--- config.mk ---
export PLATFORM = sky130hd
export DESIGN_NAME = npc_fetch_unit
export DESIGN_NICKNAME = d
export VERILOG_FILES = /design/src/rtl/npc_fetch_unit.sv
export SDC_FILE = /design/constraint.sdc
export NUM_CORES = 1
export LEC_CHECK = 0
export ABC_AREA = 1
export BUFFER_PORTS_ARGS = -buffer_cell sky130_fd_sc_hd__buf_4
export CAP_MARGIN = 20
export CORE_MARGIN = 2
export CORE_UTILIZATION = 25
export DETAILED_ROUTE_END_ITERATION = 7
export SETUP_SLACK_MARGIN = 0.15
export SYNTH_ARGS = -nofsm -noshare
export SYNTH_HDL_FRONTEND = slang
export SYNTH_SLANG_ARGS = --single-unit
--- constraint.sdc ---
create_clock -name clk -period 6.1 [get_ports clk]
set_input_delay 0.61 -clock clk [delete_from_list [all_inputs] [get_ports clk]]
set_output_delay 0.61 -clock clk [all_outputs]
set_load 0.02 [all_outputs]
--- src/rtl/npc_fetch_unit.sv ---
// F-stage next-PC generator: owns the fetch PC, issues valid/ready fetch requests,
// and applies D-stage redirects, exception entry and a one-entry pending redirect.
module npc_fetch_unit #(
  parameter int unsigned          ADDR_W   = 32,
  parameter logic [ADDR_W-1:0]    RESET_PC = 32'h0000_3000,
  parameter logic [ADDR_W-1:0]    EXC_PC   = 32'h0000_4180,
  parameter int unsigned          PC_INC   = 4
) (
  input  logic              clk,
  input  logic              reset,
  input  logic              stall,
  input  logic [2:0]        npc_op,
  input  logic [ADDR_W-1:0] d_pc,
  input  logic [15:0]       imm16,
  input  logic [25:0]       imm26,
  input  logic              cmp_true,
  input  logic [ADDR_W-1:0] reg_data,
  input  logic [ADDR_W-1:0] epc,
  input  logic              exc_req,
  input  logic              f_req_ready,
  output logic [ADDR_W-1:0] f_pc,
  output logic              f_req_valid,
  output logic              pend_valid,
  output logic              f_pc_misaligned
);

  typedef enum logic [2:0] {
    OP_SEQ  = 3'd0,
    OP_BR   = 3'd1,
    OP_J    = 3'd2,
    OP_JR   = 3'd3,
    OP_ERET = 3'd4
  } npc_op_e;

  logic [ADDR_W-1:0] pend_target;
  logic [ADDR_W-1:0] seq_t;
  logic [ADDR_W-1:0] br_t;
  logic [ADDR_W-1:0] j_t;
  logic [ADDR_W-1:0] redir_t;
  logic              redir;
  logic              adv;

  assign adv             = f_req_valid & f_req_ready & ~stall;
  assign f_pc_misaligned = (f_pc[1:0] != 2'b00);

  always_comb begin
    seq_t   = f_pc + ADDR_W'(PC_INC);
    br_t    = d_pc + ADDR_W'(4) + {{(ADDR_W-18){imm16[15]}}, imm16, 2'b00};
    j_t     = {d_pc[ADDR_W-1:28], imm26, 2'b00};
    redir   = 1'b0;
    redir_t = '0;
    case (npc_op)
      OP_BR: begin
        redir   = cmp_true;
        redir_t = br_t;
      end
      OP_J: begin
        redir   = 1'b1;
        redir_t = j_t;
      end
      OP_JR: begin
        redir   = 1'b1;
        redir_t = reg_data;
      end
      OP_ERET: begin
        redir   = 1'b1;
        redir_t = epc;
      end
      default: begin
        redir   = 1'b0;
        redir_t = '0;
      end
    endcase
    redir = redir & ~stall;
  end

  always_ff @(posedge clk) begin
    if (reset) begin
      f_pc        <= RESET_PC;
      f_req_valid <= 1'b0;
      pend_valid  <= 1'b0;
      pend_target <= '0;
    end else begin
      f_req_valid <= 1'b1;
      if (exc_req) begin
        f_pc       <= EXC_PC;
        pend_valid <= 1'b0;
      end else if (adv) begin
        if (pend_valid) begin
          // Draining the slot; a same-cycle redirect belongs to the next instruction.
          f_pc       <= pend_target;
          pend_valid <= redir;
          if (redir) pend_target <= redir_t;
        end else if (redir) begin
          f_pc <= redir_t;
        end else begin
          f_pc <= seq_t;
        end
      end else if (redir) begin
        pend_target <= redir_t;
        pend_valid  <= 1'b1;
      end
    end
  end

endmodule

Word level (Yosys, flattened, before mapping)
Index checks and enable logic that the tools add are counted.

cells by class
  equality and inequality tests = 5
  multiplexer cells = 13
  reduce and logical (&&, ||, !) cells = 6
  add/subtract/negate cells = 3
  bitwise logic cells = 5

operators with widths
  kind                                                              count
  32-bit two-way mux                                                5
  32-bit case mux with 4 select lines                               1
  32-bit by 3-bit adder with 32-bit output (second input constant)  2
  32-bit adder                                                      1
  15-bit two-way mux                                                2
  3-bit by 2-bit == test with 1-bit output (second input constant)  2
  2-bit nonzero test                                                3
  1-bit two-way mux                                                 4
  1-bit bitwise AND                                                 3
  3-bit by 1-bit == test with 1-bit output (second input constant)  1
  3-bit == test (second input constant)                             1
  3-bit OR reduction                                                1
  2-bit inequality test (second input constant)                     1
  1-bit NOT                                                         2
  1-bit case mux with 2 select lines                                1
  2-bit AND reduction                                               1
  2-bit OR reduction                                                1

word-level totals
  bits of input ports = 147
  bits in registers = 66
  output and inout bits = 35
  word-level logic and storage cells = 37

Depth between registers and ports, before layout
Gate-level depths: netlist of the first run.

  word-level depth = 8
  depth in mapped cells = 20
  gate-level depth less buffers = 20

Worst setup path before layout of the first run
Ideal clock, no wire load.

  path type = input -> register
  start = input d_pc[3]
  end = register f_pc[31]
  stages on the path = 18
  slack = 3.645 ns
  arrival = 2.346 ns
  library setup time = 0.109 ns
  data required time = 5.991 ns
  path through = ha_1 -> ha_1 -> inv_1 -> fa_1 -> inv_1 -> nand3_1 -> nand3_1 -> nand2_1 -> nand3_1 -> nand2_1 -> nand2_1 -> nand2_1 -> nand3_1 -> nand2_1 -> nand2_1 -> nand3_1 -> nand2_1 -> inv_1

on the way
  word-level cells in the longest chain between the ends = 5

ends and longest elaborated chain
  item                                      line  source
  from (decl)                               13    input logic [ADDR_W-1:0] d_pc,
  32-bit by 3-bit adder with 32-bit output  48    br_t = d_pc + ADDR_W'(4) + {{(ADDR_W-18){imm16[15]}}, imm16, 2'b00};
  32-bit adder                              48
  32-bit case mux with 4 select lines       52    case (npc_op)
  32-bit two-way mux                        94    end else if (redir) begin
  32-bit two-way mux                        89    if (pend_valid) begin
  to (signal assigned)                      91    f_pc <= pend_target;
  to (signal assigned)                      95    f_pc <= redir_t;
  to (signal assigned)                      97    f_pc <= seq_t;
  to (decl)                                 21    output logic [ADDR_W-1:0] f_pc,

No other way between the ends.
A chain may end at the register's enable or synchronous reset.

Worst setup path in the final report of the first run
  start = input npc_op[2]
  end = register f_pc[7]

on the way
  word-level cells in the longest chain between the ends = 8
  elaborated cells on any way between the ends = 12
  those cells by class = 4 x eq/ne; 6 x mux; 1 x bitwise; 1 x reduce/logical

ends and longest elaborated chain
  item                                                                              line  source
  from (decl)                                                                       12    input logic [2:0] npc_op,
  3-bit == test / 3-bit by 2-bit == test with 1-bit output (equally long branches)  52
  3-bit OR reduction (no source line)                                               n/a
  1-bit case mux with 2 select lines                                                52
  1-bit bitwise AND                                                                 74    redir = redir & ~stall;
  32-bit two-way mux (*)                                                            94
  32-bit two-way mux (*)                                                            89
  15-bit two-way mux (*)                                                            88    end else if (adv) begin
  15-bit two-way mux (*)                                                            85    if (exc_req) begin

Mark *: on every way between the ends. The rest lies on a longest branch, timed or not. The select of a mux whose other input is x is not followed.

==> results.py, run 1 <==
metrics = {
    "floorplanning": {
        "dieArea_sq_um": 28200,
        "core_area_sq_um": 26200,
        "die_h_um": 168,
        "die_x_um": 168,
        "io_pins": 182,
        "rows": 59,
        "start_util_pct": 25.6,
    },
    "worst_setup_path": {
        "critPathMaxFanout": 24,
        "critPathKind": "in2reg",
        "r2r_start": "pend_valid",
        "end_kind": "flip-flop",
        "cp.required_ns": 6.33,
        "cp-start-kind": "input pin",
        "arrival_ns": 3.28,
        "reg2reg_slack_ns": 3.29,
        "r2r-end": "pend_target[28]",
        "ff2ff_path_depth": 8,
    },
    "clock_network": {
        "h-tree-depth": 3,
        "post_cts_buffers": 0,
        "cts_tree": "done",
        "insertion_delay_ns": 0.34,
        "cts-root-buf": "clkbuf_16",
        "cts_resized": 0,
        "clock_path_buffers": 2,
        "clock_sinks": 66,
        "clkTransAtPathRegs_ns": 0.06,
        "ctsHoldBuffers": 0,
        "numCtsBuffers": 9,
    },
    "grt": {
        "busiest_layer": "met2",
        "grt_pass1_vias": 7612,
        "grtUsageMet3_pct": 2.75,
        "grtUsageMet2_pct": 31.4,
        "grt_max_degree": 34,
        "grt_pass1_wl_mm": 40.8,
        "grt_use_met1_pct": 24.0,
        "grt_antenna_before_repair": 0,
        "grt_usage_pct": 18.2,
        "grt_overflow": 0,
    },
    "sta": {
        "period_needed_ns": 3.05,
        "fmax_ghz": 0.328,
        "finalWorstSetupSlack_ns": 3.05,
        "slew_viol_final": 0,
        "max-slew-margin-rel_pct": 34.8,
        "fin_skew_ns": 0.00728,
        "hold_violations": 0,
        "tightestPinTransition_ns": 0.976,
        "fin_tns_setup_ns": 0,
        "setup_viol": 0,
        "period_share_pct": 50.0,
        "rsz0062_at_grt": "no",
    },
    "pwr": {
        "p_leak_uw": 0.00437,
        "vdd_drop_max_mv": 0.127,
        "power.density_nw_per_um2": 176,
    },
    "yosys": {
        "ys_types": 42,
        "seq_area_frac_synth_pct": 19.7,
        "syn_area_per_cell_sq_um": 6.02,
        "ys_warn_count": 0,
        "synthFlopType": "dfxtp_1",
        "synth_edf_count": 0,
        "synth-seq-cells": 66,
        "syn_inst": 1115,
        "syn_nets": 1321,
        "syn_area_sq_um": 6720,
        "async_reset_ff_share_pct": 0,
    },
    "detailed_routing": {
        "viasPerCell": 4.86,
        "drc": 0,
        "drt-total-wl_mm": 25.5,
        "ant_nets": 0,
        "drt-initial-drc-count": 503,
        "vias": 7846,
        "firstDrtPassIters": 6,
        "wl_per_cell_um": 15.8,
    },
    "finish": {
        "final_util_pct": 33.2,
        "drive_gt1_share_pct": 17.8,
        "area_growth_pct": 29.6,
        "antennaDiodeCount": 0,
        "nNetsFinal": 1482,
    },
    "worst_hold_path": {
        "whs_path_depth": 2,
        "min_from": "pend_target[5]",
        "hp-class": "reg2reg",
        "whs_endpoint": "pend_target[5]",
    },
    "placement": {
        "place_ws_ns": 2.66,
        "dp_hpwl_mm": 20.9,
        "gp_congestion": 0.909,
        "port_buffers": 181,
    },
    "status": {
        "outcome": "finished, final reports clean",
    },
    "job": {
        "maxCapViolCount": 0,
    },
}
## kinds of logic after synthesis
logic type,share of synthesized area (%)
AOI/OAI and AO/OA,21.2
xor gates and xnor gates,3.00
adders and majority gates,11.1
buffers and inverters,11.5
DFF,19.7
and+or+nand+nor,33.5
## how the worst max path moves through the flow
stage	start	end	slack [ns]	depth (start not counted)
after global routing	npc_op[2]	pend_target[17]	2.73	14
after floorplan	d_pc[3]	f_pc[31]	3.65	18
after detailed placement	npc_op[2]	f_pc[7]	2.66	13
after global placement	npc_op[2]	f_pc[7]	2.73	13
after CTS	npc_op[2]	f_pc[7]	3.02	13
final	npc_op[2]	f_pc[7]	3.05	13
## report_power, final
group	leakage (uW)	internal (uW)	switching, uW
sequential	0.000538	448	18.2
clock	0.000153	361	212
combinational	0.00368	197	297
total	0.00437	1010	527
## state kept, by name (all words and copies together) (netlist names), named ones only
| signal | cells |
|---|---|
| pend_target | 32 |
| f_req_valid | 1 |
| pend_valid | 1 |
| f_pc | 30 |
## synth_stat cells, types with 5 or more instances
| master | instances | area share [%] |
|---|---|---|
| clkbuf_1 | 19 | 1.1 |
| nor2_1 | 84 | 4.7 |
| or2_2 | 7 | 0.65 |
| ha_1 | 58 | 11 |
| xor2_1 | 13 | 1.7 |
| nand3b_1 | 7 | 0.78 |
| inv_1 | 157 | 8.8 |
| dfxtp_1 | 66 | 20 |
| nor3_1 | 16 | 1.2 |
| xnor2_1 | 10 | 1.3 |
| o21ai_1 | 16 | 1.2 |
| a21oi_1 | 106 | 7.9 |
| nand4_1 | 23 | 2.1 |
| a31oi_1 | 6 | 0.56 |
| nand3_1 | 64 | 4.8 |
| inv_2 | 5 | 0.28 |
| o211ai_1 | 9 | 1.0 |
| o21ai_0 | 57 | 4.2 |
| o21bai_1 | 15 | 1.7 |
| a22o_1 | 20 | 2.6 |
| buf_2 | 13 | 0.97 |
| nand2_1 | 305 | 17 |
## stage by stage
step | cells | power, uW | hold slack (ns) | area, sq um
final | 1616 | 1530 | 0.460 | 8700
after CTS | 1616 | 1540 | 0.460 | 8700
after global routing | 1616 | 1630 | 0.492 | 8700
after global placement | 1600 | 967 | 0.449 | 8370
after floorplan | 1115 | 775 | 0.430 | 6720
after detailed placement | 1600 | 970 | 0.450 | 8370
## routing by layer
layer	vias up	routed length (um)
li1	4006	-
met1	3585	11700
met2	228	12000
met3	27	1370
met4	0	478
met5	-	0
## placed cells by master (no fill, tap or decap), drive strengths merged
cell type,count
nand2,309
buf,186
inv,164
a21oi,106
nor2,89
o21ai,73
dfxtp,66
nand3,66
ha,58
nand4,23
a22o,20
nor3,18
o21bai,15
xor2,13
xnor2,10
o211ai,9
clkbuf,9
or2,7
nand3b,7
a31oi,6
o21a,3
o2111ai,3
a22oi,3
o31ai,2
and2,2
a21o,2
a211oi,2
nor4,2
o221ai,2
bufinv,2
clkinvlp,2
fa,1
clkinv,1
## cell type report
cell class,count,area (sq um)
Fill cell,2876,17500
Multi-Input combinational cell,851,4630
Timing Repair Buffer,186,1400
Sequential cell,66,1320
Inverter,162,608
Tap cell,335,419
Clock buffer,9,225
Clock inverter,7,101
## critical path, cell delays in order
cell and delay [ns]:
buf_4 0.10, inv_1 0.17, nand3_4 0.19, inv_2 0.40, nand2_1 0.12, nand3_2 0.12, nand2_4 0.08, nor2_2 0.74
inv_1 0.35, nor2_1 0.18, nor2_1 0.06, nor2_1 0.08, a21oi_1 0.06
Power figures use the tool's default switching activity.
==> run 2, diff against run 1 <==
--- a/config.mk
+++ b/config.mk
@@ -5,7 +5,7 @@
 export SDC_FILE = /design/constraint.sdc
 export NUM_CORES = 1
 export LEC_CHECK = 0
-export ABC_AREA = 1
+export ABC_AREA = 0
 export BUFFER_PORTS_ARGS = -buffer_cell sky130_fd_sc_hd__buf_4
 export CAP_MARGIN = 20
 export CORE_MARGIN = 2
==> constraint.sdc (replaced) <==
create_clock -name clk -period 2.5 [get_ports clk]
set_input_delay 0.25 -clock clk [delete_from_list [all_inputs] [get_ports clk]]
set_output_delay 0.25 -clock clk [all_outputs]
set_load 0.02 [all_outputs]
==> results.py, run 2 <==
metrics = {
    "detailed_routing": {
        "drc": 0,
        "drt-initial-drc-count": 751,
        "firstDrtPassIters": 6,
        "wl_per_cell_um": 17.3,
        "viasPerCell": 5.19,
        "vias": 7601,
        "drt-total-wl_mm": 25.3,
        "ant_nets": 0,
    },
    "worst_hold_path": {
        "min_from": "epc[21]",
        "whs_path_depth": 3,
        "whs_endpoint": "pend_target[21]",
        "hp-class": "in2reg",
    },
    "yosys": {
        "syn_area_sq_um": 6350,
        "syn_nets": 1063,
        "seq_area_frac_synth_pct": 20.8,
        "async_reset_ff_share_pct": 0,
        "ys_warn_count": 0,
        "ys_top_cells_by_count": "nor2_1, a21oi_1, o21ai_0",
        "synthFlopType": "dfxtp_1",
        "syn_area_per_cell_sq_um": 7.41,
        "synth_area_leaders": "dfxtp_1, ha_1, a21oi_1",
        "synth_edf_count": 0,
        "yosysMostFrequentCell": "nor2_1",
        "synth.top_cell.area_share_pct": 20.8,
        "syn_inst": 857,
        "ys_types": 72,
        "synth-seq-cells": 66,
        "synth_top_area_cell": "dfxtp_1",
    },
    "worst_setup_path": {
        "cp_cell_sequence": "buf_6 > ha_4 > ha_4 > inv_2 > fa_2 > nand2b_4 > a21o_4 > a31oi_4 > a211o_1 > a21oi_2 > o211a_1 > or4b_1 > o21ai_1",
        "cp.required_ns": 2.77,
        "cp-start-kind": "input pin",
        "ff2ff_path_depth": 9,
        "end_kind": "flip-flop",
        "critPathKind": "in2reg",
        "cp-startpoint": "imm16[1]",
        "arrival_ns": 2.71,
        "critPathMaxFanout": 4,
        "critPathSlowestCell": "or4b_1",
        "crit_path_frequent_cell": "ha_4",
        "cpPeakStageDelay_ns": 0.49,
        "r2r-end": "f_pc[17]",
        "reg2reg_slack_ns": 0.30,
        "r2r_start": "f_pc[3]",
    },
    "sta": {
        "max-slew-margin-rel_pct": 52.9,
        "hold_violations": 0,
        "fmax_ghz": 0.411,
        "setup_viol": 0,
        "period_needed_ns": 2.43,
        "period_share_pct": 97.4,
        "tightestPinTransition_ns": 0.707,
        "slew_viol_final": 0,
        "rsz0062_at_grt": "yes",
        "fin_skew_ns": 0.00595,
    },
    "finish": {
        "fillers": 2557,
        "area_growth_pct": 57.7,
        "regMostFlops": "pend_target",
        "largest_registers": "pend_target (32), f_pc (30)",
        "layout_commonest_cell": "buf_4",
        "final-seq-area_sq_um": 1320,
        "drive_gt1_share_pct": 39.8,
        "final_cell_mix": "buf_4, nor2_1, a21oi_1, o21ai_0, nand2_1",
        "antennaDiodeCount": 0,
        "multi_input_area_sq_um": 5420,
        "final_util_pct": 40.0,
        "largest_reg_flops": 32,
        "nNetsFinal": 1335,
    },
    "floorplanning": {
        "rows": 58,
        "dieArea_sq_um": 26700,
        "io_pins": 182,
        "start_util_pct": 25.4,
        "die_x_um": 163,
        "die_h_um": 163,
        "core_area_sq_um": 25000,
    },
    "clock_network": {
        "clkTransAtPathRegs_ns": 0.06,
        "clock_path_buffers": 2,
        "ctsHoldBuffers": 0,
        "h-tree-depth": 3,
        "cts_tree": "done",
        "numCtsBuffers": 9,
        "cts-root-buf": "clkbuf_16",
        "clock_sinks": 66,
        "insertion_delay_ns": 0.34,
    },
    "grt": {
        "grt_usage_pct": 18.5,
        "grt_max_degree": 32,
        "grt_pass1_wl_mm": 39.6,
        "grt_overflow": 0,
        "grt_pass1_vias": 7314,
        "grt_antenna_before_repair": 0,
    },
    "placement": {
        "gp_congestion": 0.860,
        "dp_hpwl_mm": 19.7,
        "port_buffers": 181,
    },
    "job": {
        "maxCapViolCount": 0,
    },
    "pwr": {
        "power_uw": 4320,
        "vdd_drop_max_mv": 0.352,
        "power.density_nw_per_um2": 431,
        "p_leak_uw": 0.00421,
    },
    "status": {
        "outcome": "finished, final reports clean",
    },
}
## run 2: cell types whose count changed after synthesis, moves of 18 or more
cell	change
mux2i_1	+32
a21oi_1	-23
a22o_1	-20
nand3_1	-41
inv_1	-141
clkbuf_1	+18
nand2_1	-235
## run 2: stage by stage
step	instance area [sq um]	std cells	setup slack (ns)	TNS, ns	hold slack, ns
finish	10000	1464	0.0657	0	0.262
global route	10000	1464	-0.0396	-0.0433	0.272
CTS	9660	1455	0.0178	0	0.248
detailed placement	9000	1434	-0.436	-10.57	0.471
global placement	9000	1434	-0.447	-9.62	0.462
floorplan	6520	857	-0.161	-0.295	0.430
## run 2: critical path: cells and delay by family
| family | cells | cell delay (ns) |
|---|---|---|
| AO/OA/AOI/OAI | 6 | 0.96 |
| adder cells (fa/ha/maj) | 3 | 0.72 |
| AND/OR/NAND/NOR | 2 | 0.64 |
| buffers and inverters | 2 | 0.12 |
## run 2: kinds of logic after synthesis
family / after synthesis / share of synthesized area [%]
and+or+nand+nor: 288 / 21.5
buffers and inverters: 77 / 5.32
adders and majority gates: 59 / 11.7
DFF: 66 / 20.8
xor gates and xnor gates: 45 / 6.21
AOI/OAI and AO/OA: 287 / 28.8
muxes: 35 / 5.58
## run 2: worst max-delay path by stage
| stage | slack (ns) | endpoint | depth (start not counted) |
|---|---|---|---|
| final | 0.07 | f_pc[31] | 13 |
| after global routing | -0.04 | f_pc[31] | 13 |
| after CTS | 0.02 | f_pc[21] | 14 |
| after detailed placement | -0.44 | f_pc[21] | 14 |
| after global placement | -0.45 | f_pc[21] | 14 |
| after floorplan | -0.16 | f_pc[31] | 12 |
## run 2: routing by layer
metal / vias up / share of wire, % / GRT usage, %
li1: 3726 / - / -
met1: 3544 / 46 / 26.0
met2: 301 / 46 / 30.0
met3: 30 / 6.2 / 2.16
met4: 0 / 1.6 / 4.87
met5: - / 0 / 0
## run 2: final cells by class
class                      instances  area share, %
tap                              330           4.12
clock inverter                     6          0.800
sequential                        66           13.2
timing repair buffer             322           24.7
clock buffer                      10           2.39
multi-input combinational        714           54.2
inverter                          16          0.600
## run 2: report_power, final
part	switching [uW]	total, uW	leakage [uW]	internal (uW)
clock	476	1370	0.000162	892
combinational	906	1820	0.00351	914
sequential	33.3	1130	0.000538	1090
total	1410	4320	0.00421	2900
## run 2: what timing repair did
item,in CTS,in global routing
buffers inserted,5,8
resized for setup,44,46
pin swaps,35,29
endpoints found under the setup margin,33,37
cloned,0,1
==> run 3, diff against run 2 <==
--- a/config.mk
+++ b/config.mk
@@ -11,7 +11,9 @@
 export CORE_MARGIN = 2
 export CORE_UTILIZATION = 25
 export DETAILED_ROUTE_END_ITERATION = 7
+export GPL_TIMING_DRIVEN = 0
 export SETUP_SLACK_MARGIN = 0.15
+export SKIP_CTS_REPAIR_TIMING = 1
 export SYNTH_ARGS = -nofsm -noshare
 export SYNTH_HDL_FRONTEND = slang
 export SYNTH_SLANG_ARGS = --single-unit
==> results.py, run 3 (synthesis results as in run 2) <==
metrics = {
    "pwr": {
        "comb_power_share_pct": 42.2,
        "p_sw_uw": 1410,
        "power.density_nw_per_um2": 423,
        "intPower_uw": 2530,
        "switching_share_pct": 35.7,
        "pwr-share-clk_pct": 29.0,
        "seq_power_share_pct": 28.9,
        "p_leak_uw": 0.00374,
        "vdd_drop_max_mv": 0.367,
    },
    "sta": {
        "setup_viol": 7,
        "period_share_pct": 105,
        "rsz0062_at_grt": "yes",
        "fmax_ghz": 0.382,
        "hold_violations": 0,
        "period_needed_ns": 2.62,
        "slew_viol_final": 0,
        "finalWorstSetupSlack_ns": -0.115,
        "tightestPinTransition_ns": 0.831,
        "fin_skew_ns": 0.00468,
        "max-slew-margin-rel_pct": 43.9,
    },
    "worst_setup_path": {
        "critPathMaxFanout": 3,
        "cp_cell_sequence": "buf_6 > ha_4 > ha_4 > inv_2 > fa_2 > nand2b_4 > a21o_4 > buf_4 > a21oi_2 > nor3b_2 > o311ai_2 > nand2_1 > a222oi_1 > o211a_1",
        "crit_path_frequent_cell": "ha_4",
        "critPathSlowestCell": "a222oi_1",
        "critPathKind": "in2reg",
        "cpPeakStageDelay_ns": 0.46,
        "path_delay_family": "compound AO/OA/AOI/OAI gates",
        "cp-start-kind": "input pin",
        "arrival_ns": 2.90,
        "worst-path-buf-inv": 3,
        "cp.required_ns": 2.79,
        "end_kind": "flip-flop",
    },
    "status": {
        "violations": "negative setup slack",
        "outcome": "finished with violations",
    },
    "worst_hold_path": {
        "hp-class": "in2reg",
    },
    "floorplanning": {
        "die_x_um": 163,
        "core_area_sq_um": 25000,
        "start_util_pct": 25.4,
        "rows": 58,
        "dieArea_sq_um": 26700,
        "io_pins": 182,
        "die_h_um": 163,
    },
    "grt": {
        "grt_pass1_wl_mm": 39.7,
        "grt_overflow": 0,
        "grt_pass1_vias": 6991,
        "grt_max_degree": 16,
        "grt_usage_pct": 19.3,
        "grt_antenna_before_repair": 0,
    },
    "detailed_routing": {
        "drc": 0,
        "vias": 7512,
        "viasPerCell": 5.38,
        "firstDrtPassIters": 5,
        "drt-initial-drc-count": 728,
        "drt-total-wl_mm": 27.0,
        "wl_per_cell_um": 19.3,
        "ant_nets": 0,
    },
    "finish": {
        "antennaDiodeCount": 0,
        "final-seq-area_sq_um": 1330,
        "nNetsFinal": 1268,
        "multi_input_area_sq_um": 5470,
        "area_growth_pct": 46.8,
        "regMostFlops": "pend_target",
        "layout_commonest_cell": "buf_4",
        "largest_reg_flops": 32,
        "final_cell_mix": "buf_4, nor2_1, a21oi_1",
        "largest_registers": "pend_target (32), f_pc (30)",
        "fin_cells": 1395,
        "drive_gt1_share_pct": 33.4,
        "fillers": 2620,
    },
    "placement": {
        "port_buffers": 177,
        "gp_congestion": 0.879,
        "dp_hpwl_mm": 21.3,
        "dp_cells": 1364,
        "place_ws_ns": -0.689,
    },
    "clock_network": {
        "clock_path_buffers": 2,
        "cts-root-buf": "clkbuf_16",
        "h-tree-depth": 3,
        "clkTransAtPathRegs_ns": 0.05,
        "insertion_delay_ns": 0.34,
        "numCtsBuffers": 9,
        "clock_sinks": 66,
        "cts_tree": "done",
    },
    "job": {
        "maxCapViolCount": 0,
    },
}
==> run 3: cell types whose count changed in the layout (fill, tap and decap cells not counted), sizes merged <==
cell    before  now
buf        321  213
bufinv       2    0
clkbuf      11   56
clkinv       4    0
==> run 3: metrics by stage <==
stage          instance area [sq um]  hold slack [ns]  TNS (ns)  total power [uW]  util [%]
3_3_place_gp                    8260            0.483    -12.58              2510      33.0
2_1_floorplan                   6520            0.430    -0.295              2000         -
5_1_grt                         9320            0.239     -1.04              4120      37.2
4_1_cts                         8510            0.228     -1.74              3650      34.0
3_5_place_dp                    8260            0.486    -13.38              2520      33.0
6_report                        9320            0.221    -0.439              3940      37.2
==> run 3: final cells by class <==
type / count / area share [%]
inverters: 16 / 0.644
plain buffers: 60 / 3.25
well taps: 330 / 4.43
clock buffers: 14 / 2.72
flip-flops and latches: 66 / 14.2
repair buffers: 195 / 16.0
multi-input cells: 714 / 58.7
==> run 3: worst reg2reg max path, delay by kind of cell (launching register included) <==
kind	cells	cell delay [ns]
xor+xnor	1	0.32
simple gates	4	0.84
flops	1	0.46
compound gates	3	0.60
==> run 3: layer usage <==
layer / wire length, um / vias up / track usage, %
li1: - / 3597 / -
met1: 12000 / 3512 / 26.5
met2: 12600 / 371 / 31.0
met3: 1890 / 32 / 2.29
met4: 510 / 0 / 6.80
met5: 0 / - / 0
==> run 3: worst paths after layout <==
check,from,endpoint,slack (ns),cells after the start
max,d_pc[3],f_pc[11],-0.12,14
min,reset,f_pc[15],0.22,3
max reg2reg,f_pc[8],f_pc[17],0.20,8
min reg2reg,pend_target[2],pend_target[2],0.50,2
==> run 3: power groups by stage <==
stage	combinational (uW)	sequential [uW]	clock, uW
2_1_floorplan	841	1160	0
3_3_place_gp	1350	1160	0
3_5_place_dp	1360	1160	0
4_1_cts	1370	1140	1140
5_1_grt	1800	1140	1180
6_report	1660	1140	1140
